### config.mk
export PLATFORM = sky130hd
export DESIGN_NAME = vec_mem_dispatch
export DESIGN_NICKNAME = d
export VERILOG_FILES = /design/src/rtl/vec_pkg.sv /design/src/rtl/vec_mem_dispatch.sv
export SDC_FILE = /design/constraint.sdc
export NUM_CORES = 1
export LEC_CHECK = 0
export CAP_MARGIN = 10
export CORE_UTILIZATION = 30
export DETAILED_ROUTE_END_ITERATION = 16
export PLACE_DENSITY_LB_ADDON = 0.3
export SETUP_SLACK_MARGIN = 0.15
export SLEW_MARGIN = 30
export SYNTH_ARGS = -nofsm -noshare
export SYNTH_HDL_FRONTEND = slang
export SYNTH_SLANG_ARGS = --single-unit
### constraint.sdc
create_clock -name wb_clk_i -period 2.65 [get_ports wb_clk_i]
set_input_delay 0.265 -clock wb_clk_i [delete_from_list [all_inputs] [get_ports wb_clk_i]]
set_output_delay 0.265 -clock wb_clk_i [all_outputs]
set_load 0.05 [all_outputs]
### src/rtl/vec_pkg.sv
// Shared definitions for the vector memory dispatch path: opcodes, opcode field, FSM states.
package vec_pkg;

    localparam logic [4:0] OP_VLOAD  = 5'b00000;
    localparam logic [4:0] OP_VSTORE = 5'b00001;

    localparam int OPC_MSB = 31;
    localparam int OPC_LSB = 27;

    typedef enum logic [1:0] {
        IDLE,
        RD,
        CAP,
        RSP
    } state_t;

    function automatic logic [4:0] get_opcode(input logic [31:0] instr);
        return instr[OPC_MSB:OPC_LSB];
    endfunction

endpackage

### src/rtl/vec_mem_dispatch.sv
// Pairs instr+load beats: VLOAD writes the VRF 1 cycle later, VSTORE returns the word 3 cycles later.
// Compute ops go to a single-entry exec register; both recv streams stall while a store is in flight.
module vec_mem_dispatch
    import vec_pkg::*;
#(
    parameter int DATA_W    = 32,
    parameter int NUM_ELEMS = 32,
    parameter int IDX_W     = $clog2(NUM_ELEMS)
) (
    input  logic              wb_clk_i,
    input  logic              wb_rst_n_i,
    input  logic [31:0]       instruction_recv_msg,
    input  logic              instruction_recv_val,
    output logic              instruction_recv_rdy,
    input  logic [63:0]       load_recv_msg,
    input  logic              load_recv_val,
    output logic              load_recv_rdy,
    output logic [DATA_W-1:0] store_send_msg,
    output logic              store_send_val,
    input  logic              store_send_rdy,
    output logic [31:0]       exec_instr_msg,
    output logic              exec_instr_val,
    input  logic              exec_instr_rdy,
    output logic              vrf_wen,
    output logic [IDX_W-1:0]  vrf_waddr,
    output logic [DATA_W-1:0] vrf_wdata,
    output logic              vrf_ren,
    output logic [IDX_W-1:0]  vrf_raddr,
    input  logic [DATA_W-1:0] vrf_rdata,
    output logic              idx_err_o
);

    state_t             r_state;
    state_t             w_state_nxt;

    logic               r_vrf_wen;
    logic [IDX_W-1:0]   r_vrf_waddr;
    logic [DATA_W-1:0]  r_vrf_wdata;
    logic               r_vrf_ren;
    logic [IDX_W-1:0]   r_vrf_raddr;
    logic [DATA_W-1:0]  r_store_msg;
    logic               r_exec_val;
    logic [31:0]        r_exec_msg;
    logic               r_idx_err;

    logic [4:0]         w_opcode;
    logic               w_is_load;
    logic               w_is_store;
    logic               w_is_mem;
    logic [31:0]        w_idx;
    logic               w_oor;
    logic               w_idle;
    logic               w_exec_free;
    logic               w_mem_fire;
    logic               w_cmp_fire;
    logic               w_store_val;

    assign w_opcode    = get_opcode(instruction_recv_msg);
    assign w_is_load   = (w_opcode == OP_VLOAD);
    assign w_is_store  = (w_opcode == OP_VSTORE);
    assign w_is_mem    = w_is_load || w_is_store;
    assign w_idx       = load_recv_msg[63:32];
    assign w_oor       = (w_idx >= 32'(NUM_ELEMS));
    assign w_idle      = (r_state == IDLE);
    assign w_exec_free = !r_exec_val || exec_instr_rdy;

    // Memory ops consume the instruction and its load/address beat together.
    assign w_mem_fire = w_idle && instruction_recv_val && load_recv_val && w_is_mem;
    assign w_cmp_fire = w_idle && instruction_recv_val && !w_is_mem && w_exec_free;

    assign instruction_recv_rdy = w_idle && (w_is_mem ? load_recv_val : w_exec_free);
    assign load_recv_rdy        = w_idle && instruction_recv_val && w_is_mem;

    always_comb begin
        w_state_nxt = r_state;
        w_store_val = 1'b0;
        case (r_state)
            IDLE: begin
                if (w_mem_fire && w_is_store) begin
                    w_state_nxt = w_oor ? RSP : RD;
                end
            end
            RD:  w_state_nxt = CAP;
            CAP: w_state_nxt = RSP;
            RSP: begin
                w_store_val = 1'b1;
                if (store_send_rdy) begin
                    w_state_nxt = IDLE;
                end
            end
            default: w_state_nxt = IDLE;
        endcase
    end

    always_ff @(posedge wb_clk_i or negedge wb_rst_n_i) begin
        if (!wb_rst_n_i) begin
            r_state <= IDLE;
        end else begin
            r_state <= w_state_nxt;
        end
    end

    always_ff @(posedge wb_clk_i or negedge wb_rst_n_i) begin
        if (!wb_rst_n_i) begin
            r_vrf_wen   <= 1'b0;
            r_vrf_waddr <= '0;
            r_vrf_wdata <= '0;
            r_vrf_ren   <= 1'b0;
            r_vrf_raddr <= '0;
            r_store_msg <= '0;
            r_idx_err   <= 1'b0;
        end else begin
            r_vrf_wen <= w_mem_fire && w_is_load && !w_oor;
            r_vrf_ren <= w_mem_fire && w_is_store && !w_oor;
            if (w_mem_fire && !w_oor) begin
                if (w_is_load) begin
                    r_vrf_waddr <= w_idx[IDX_W-1:0];
                    r_vrf_wdata <= load_recv_msg[DATA_W-1:0];
                end else begin
                    r_vrf_raddr <= w_idx[IDX_W-1:0];
                end
            end
            if (w_mem_fire && w_oor) begin
                r_idx_err <= 1'b1;
            end
            // Out-of-range stores still answer, with a zero word.
            if (w_mem_fire && w_is_store && w_oor) begin
                r_store_msg <= '0;
            end else if (r_state == CAP) begin
                r_store_msg <= vrf_rdata;
            end
        end
    end

    always_ff @(posedge wb_clk_i or negedge wb_rst_n_i) begin
        if (!wb_rst_n_i) begin
            r_exec_val <= 1'b0;
            r_exec_msg <= '0;
        end else if (w_cmp_fire) begin
            r_exec_val <= 1'b1;
            r_exec_msg <= instruction_recv_msg;
        end else if (exec_instr_rdy) begin
            r_exec_val <= 1'b0;
        end
    end

    assign vrf_wen        = r_vrf_wen;
    assign vrf_waddr      = r_vrf_waddr;
    assign vrf_wdata      = r_vrf_wdata;
    assign vrf_ren        = r_vrf_ren;
    assign vrf_raddr      = r_vrf_raddr;
    assign store_send_msg = r_store_msg;
    assign store_send_val = w_store_val;
    assign exec_instr_msg = r_exec_msg;
    assign exec_instr_val = r_exec_val;
    assign idx_err_o      = r_idx_err;

endmodule

# Yosys cells after proc, flatten, opt, wreduce, memory -nomap -nowiden
# Index checks and enable logic that the tools add are counted.
dict set report word_totals {
  in_bits 134
  word_cells 54
  register_bits 112
  output_inout_bits 113
}
dict set report classes {
  magnitude_cmp 1
  muxes 10
  reduce_logical 26
  bitwise_logic 1
  eq_ne 6
}
# cell count
set ops {}
lappend ops {{two-way mux 32 bit} 2}
lappend ops {{greater-or-equal comparator 32 x 6 -> 1 bit (second input constant)} 1}
lappend ops {{logical AND 1 bit} 14}
lappend ops {{case mux 2 bit (4 select lines)} 1}
lappend ops {{two-way mux 2 bit} 3}
lappend ops {{AND reduction 2 bit} 3}
lappend ops {{== test 5 x 1 -> 1 bit (second input constant)} 1}
lappend ops {{zero test 5 bit} 1}
lappend ops {{== test 2 bit (second input constant)} 2}
lappend ops {{two-way mux 1 bit} 4}
lappend ops {{nonzero test 2 bit} 2}
lappend ops {{zero test 1 bit} 3}
lappend ops {{== test 2 x 1 -> 1 bit (second input constant)} 1}
lappend ops {{zero test 2 bit} 1}
lappend ops {{logical OR 1 bit} 2}
lappend ops {{!= test 2 x 1 -> 1 bit (second input constant)} 1}
lappend ops {{!= test 2 bit (second input constant)} 1}
lappend ops {{NOT 1 bit} 1}

# Depth between registers and ports, before layout
dict set report logic_depth {
  word_depth 7
  mapped_depth 8
  depth_no_buf 6
}

# Least setup slack after synthesis
# Ideal clock, no wire load.
dict set report synth_path {
  path_type {reg-to-reg}
  startpoint {reg r_state[0]}
  endpoint {reg r_vrf_wdata[16] (netlist: vrf_wdata[16])}
  slack_ns 0.808
  arrival_ns 1.714
  path_stages_with_launch 9
  n_path_buf 2
  path_cell_list {dfrtp_1 -> inv_1 -> ha_1 -> and2_1 -> nand4b_1 -> nor3_2 -> buf_6 -> buf_6 -> mux2_1}
}
dict set report synth_between {
  elab_chain_cells 6
}
# element line_no
set synth_rtl {}
lappend synth_rtl {{start: declaration} vec_mem_dispatch.sv:33} ;# state_t r_state;
lappend synth_rtl {{start signal: assignment} vec_mem_dispatch.sv:99} ;# r_state <= w_state_nxt;
lappend synth_rtl {{zero test 2 bit} vec_mem_dispatch.sv:64} ;# assign w_idle = (r_state == IDLE);
lappend synth_rtl {{logical AND 1 bit (3 in series)} vec_mem_dispatch.sv:68} ;# assign w_mem_fire = w_idle && instruction_recv_val && load_recv_val && w_is_mem;
lappend synth_rtl {{logical AND 1 bit} vec_mem_dispatch.sv:115} ;# if (w_mem_fire && !w_oor) begin
lappend synth_rtl {{AND reduction 2 bit (no source line)} -}
lappend synth_rtl {{end signal: assignment} vec_mem_dispatch.sv:118} ;# r_vrf_wdata <= load_recv_msg[DATA_W-1:0];
lappend synth_rtl {{end: declaration} vec_mem_dispatch.sv:38} ;# logic [DATA_W-1:0] r_vrf_wdata;
# Every way passes these cells.
# A chain may end at the register's enable or synchronous reset.

# Final worst setup path
dict set report layout_path {
  startpoint {reg r_state[0]}
  endpoint {reg r_vrf_wdata[12] (netlist: vrf_wdata[12])}
}
# Same word-level chain as after synthesis.

==> impl_summary.log <==
[metrics] number of warning messages in the yosys log: 0
[metrics] Final setup violation count: 0
[metrics] Tot Pwr: 0.00835 W
[metrics] clock latency of the later-clocked register in the worst-skew pair: between 0.3 and 0.4 ns
[metrics] floorplan die height: about 130 um
[metrics] worst IR drop on VDD: about 400 uV
[metrics] area added between synthesis and finish: 65.0%
[metrics] areal power density over the cells: about 1100 nW/um^2
[metrics] slew at the pin with the worst max-slew slack: 0.575 ns
[metrics] final slew viol count: 0
[metrics] violation count after the first detailed-routing iteration: between 90 and 100
[metrics] routed len/inst: around 16 um
[metrics] via count of the first global-routing pass: approximately 3.8k
[metrics] DPL Wire Length: 9.42 mm
[metrics] proportion of layout cells with a drive suffix above 1: between 10% and 20%
[metrics] critical path type: reg -> reg
[metrics] switching power: between 0.003 and 0.004 W
[metrics] initial antenna violation count: 1
[metrics] Cell Int Power: about 0.0047 W
[metrics] die area: between 15000 and 20000 sq um
[metrics] number of instances resized during post-cts repair: 0
[metrics] maximum number of pins on one net before global-route repair: 45
[metrics] outcome: completed
[metrics] minimum clock period after layout: 2.06 ns
[metrics] category of the worst setup path capture point: flip-flop
[metrics] period utilization: approximately 78%
[metrics] worst hold path class: in -> async
[metrics] Hold Vio Cnt, Final: 0
[metrics] initial core utilization: 31.2%
[metrics] Fin Hold WS: between 0.4 and 0.5 ns
[metrics] DRC viols: 0
[metrics] overall track demand over capacity in global routing: 16.2%
[metrics] setup repair after global routing missed its margin: no
[metrics] last weighted congestion value of the routability-driven placer: between 0.7 and 0.8
[metrics] fin area: 7600 sq um
[metrics] Clk Tree Root Cell: clkbuf_16
[metrics] slowest stage cell on the critical path: dfrtp_1
[metrics] total grt overflow: 0
[metrics] layout net count: about 700
[metrics] sum of routed wire length over all layers: 12.3 mm
[metrics] Max Freq: slightly below 500 MHz
[metrics] maximum level of the CTS H-tree: 3
[metrics] detailed-route via count: 3374
[metrics] required time at the worst-slack endpoint: 2.88 ns
[metrics] clock sink count: approximately 110
[metrics] max-slew headroom at the worst pin: 61.6%
[metrics] maxcap violations: 0
[metrics] number of filler cells placed in the layout: between 1k and 1.5k
[metrics] Synth Instances: 305
[metrics] critical path startpoint category: flip-flop
[metrics] Post-CTS Setup Bufs: 0
[metrics] core utilization of the finished layout: 51.5%
[metrics] CTS tree: built
[metrics] die width: 126 um
[metrics] cells along the critical path: inv_1, ha_1, and2_1, nand4b_1, nor3_4, buf_12, mux2_2
[metrics] Crit path buffers/inverters: 2
[metrics] mean post-synth cell area: ~15 sq um
[metrics] TritonCTS buffer count: 9
[metrics] Arrival @ worst endpoint: between 2 and 2.5 ns
[metrics] Net Sw Frac: between 40% and 50%
[metrics] I/O Pins: around 250
[metrics] critical path's largest stage delay: around 0.38 ns
[metrics] sequential fraction of the synthesis area: roughly three fifths
[metrics] first-pass GRT wire length: slightly below 20 mm
[metrics] final total negative setup slack: 0 ns
[metrics] Post-Synthesis Cell Area: roughly 4600 sq um
[metrics] antenna-violating nets left: 0
[metrics] syn_nets: roughly 440
[metrics] number of storage elements in the synthesis netlist: roughly 110
[metrics] portion of total power attributed to the clock network: between 10% and 20%
[metrics] Clock Skew: 0.00850 ns
[metrics] Initial DRT Pass Iterations: 4
[metrics] Top Family by Delay on Critical Path: simple AND/OR/NAND/NOR gates
[metrics] clock input transition at the sequential cells of the worst setup and hold paths: about 0.070 ns
[metrics] via density per instance: around 4.5
[metrics] sequential share of power: a little under a third
[metrics] total cell area at the placement stage: 7300 sq um
[metrics] # rows: 44
[metrics] combinational fraction of design power: roughly 54%
[metrics] CP max FO: 38
[metrics] clk buf depth: 2
[metrics] number of buffers added to fix hold violations after cts: 1
[metrics] reported leakage power: ~3.4 nW
[metrics] flop-to-flop setup slack: just under 0.6 ns
[metrics] number of buffer cells added on primary ports: approximately 250
[metrics] Synth cell types: 34
[metrics] core area: about 15000 sq um
## cells in the mapped netlist
library cell  count  area [sq um]
inv_1             3          11.3
ha_1              4          50.1
mux2_4           27           405
mux2_2           26           293
nor4_1            2          12.5
nand4_1           2          12.5
buf_4             1          7.51
clkbuf_1          3          11.3
and3_1            1          6.26
or4_1             1          7.51
buf_1             1          3.75
mux2_1           22           248
dfrtp_1         112          2800
nand2b_1          1          6.26
and2_1            2          12.5
nand2_2           1          6.26
and4_1            1          8.76
nor2b_1           1          6.26
nor2_1           34           128
nor3_1            1          5.00
buf_6             6          67.6
nor3_2            2          20.0
a21oi_1           1          5.00
nor4_2            5          62.6
mux2i_1          33           330
buf_2             3          15.0
a22o_1            1          8.76
nand3_1           1          5.00
a31o_2            1          8.76
o211a_1           1          10.0
nand2_1           2          7.51
nand4b_1          1          8.76
a31oi_1           1          6.26
nor2_2            1          6.26
## final timing paths
check / start / to / depth (start not counted)
setup / recovery: r_state[0] / vrf_wdata[12] / 7
hold / removal: wb_rst_n_i / store_send_msg[7] / 2
setup reg to reg: r_state[0] / vrf_wdata[12] / 7
hold reg to reg: idx_err_o / idx_err_o / 1
max in group asynchronous: wb_rst_n_i / store_send_msg[17] / 3
min in group wb_clk_i: idx_err_o / idx_err_o / 1
## per-stage QoR
stage	std cells	setup WS (ns)
2_1_floorplan	305	0.808
3_3_place_gp	731	0.236
3_5_place_dp	731	0.227
4_1_cts	748	0.578
5_1_grt	748	0.404
6_report	749	0.593
## cells by family after synthesis
kind of cell / after synthesis / share of synthesized area, %
flip-flops: 112 / 60.9
multiplexers: 108 / 27.7
AND/OR/NAND/NOR: 59 / 6.98
buffers and inverters: 17 / 2.53
AO/OA/AOI/OAI: 5 / 0.842
adder cells (fa/ha/maj): 4 / 1.09
## cell usage in the layout, fill, tap and decap left out, types with 2 or more instances in the layout
master	count
clkdlybuf4s50_1	243
dfrtp_1	112
nor2_1	34
mux2i_1	33
mux2_4	27
mux2_2	26
mux2_1	22
buf_4	11
clkbuf_16	9
nor4_2	5
inv_1	3
ha_1	3
nand2_1	2
and2_1	2
nand4_1	2
nor4_1	2
inv_6	2
clkinv_4	2
buf_12	2
## power by group through the flow
stage / combinational (W) / clock [W] / sequential, W
5_1_grt: 0.00472 / 0.00142 / 0.00262
3_3_place_gp: 0.00449 / 0 / 0.00255
2_1_floorplan: 0.00116 / 0 / 0.00435
4_1_cts: 0.00455 / 0.00135 / 0.00255
3_5_place_dp: 0.00454 / 0 / 0.00257
6_report: 0.00451 / 0.00130 / 0.00254
## area by class of cell
type                    count  area [sq um]  share of cell area (%)
repair buffers            257          2560                    33.8
clock inverters             5          40.0                   0.527
well taps                 184           230                    3.03
inverters                   3          11.3                   0.148
flip-flops and latches    112          2800                    36.9
diodes                      1          2.50                  0.0329
clock buffers              11           243                    3.19
multi-input cells         176          1700                    22.4
## state kept, by name, summed over array words and instances (netlist names)
register        cells
exec_instr_msg     32
exec_instr_val      1
idx_err_o           1
r_state             2
store_send_msg     32
vrf_raddr           5
vrf_ren             1
vrf_waddr           5
vrf_wdata          32
vrf_wen             1
## metal layers
layer	global-route usage [%]	vias to the layer above	wire length, um
li1	-	1583	-
met1	18.5	1624	4860
met2	27.2	151	5940
met3	6.16	16	1190
met4	6.52	0	254
met5	0	-	0
Power figures use the tool's default switching activity.
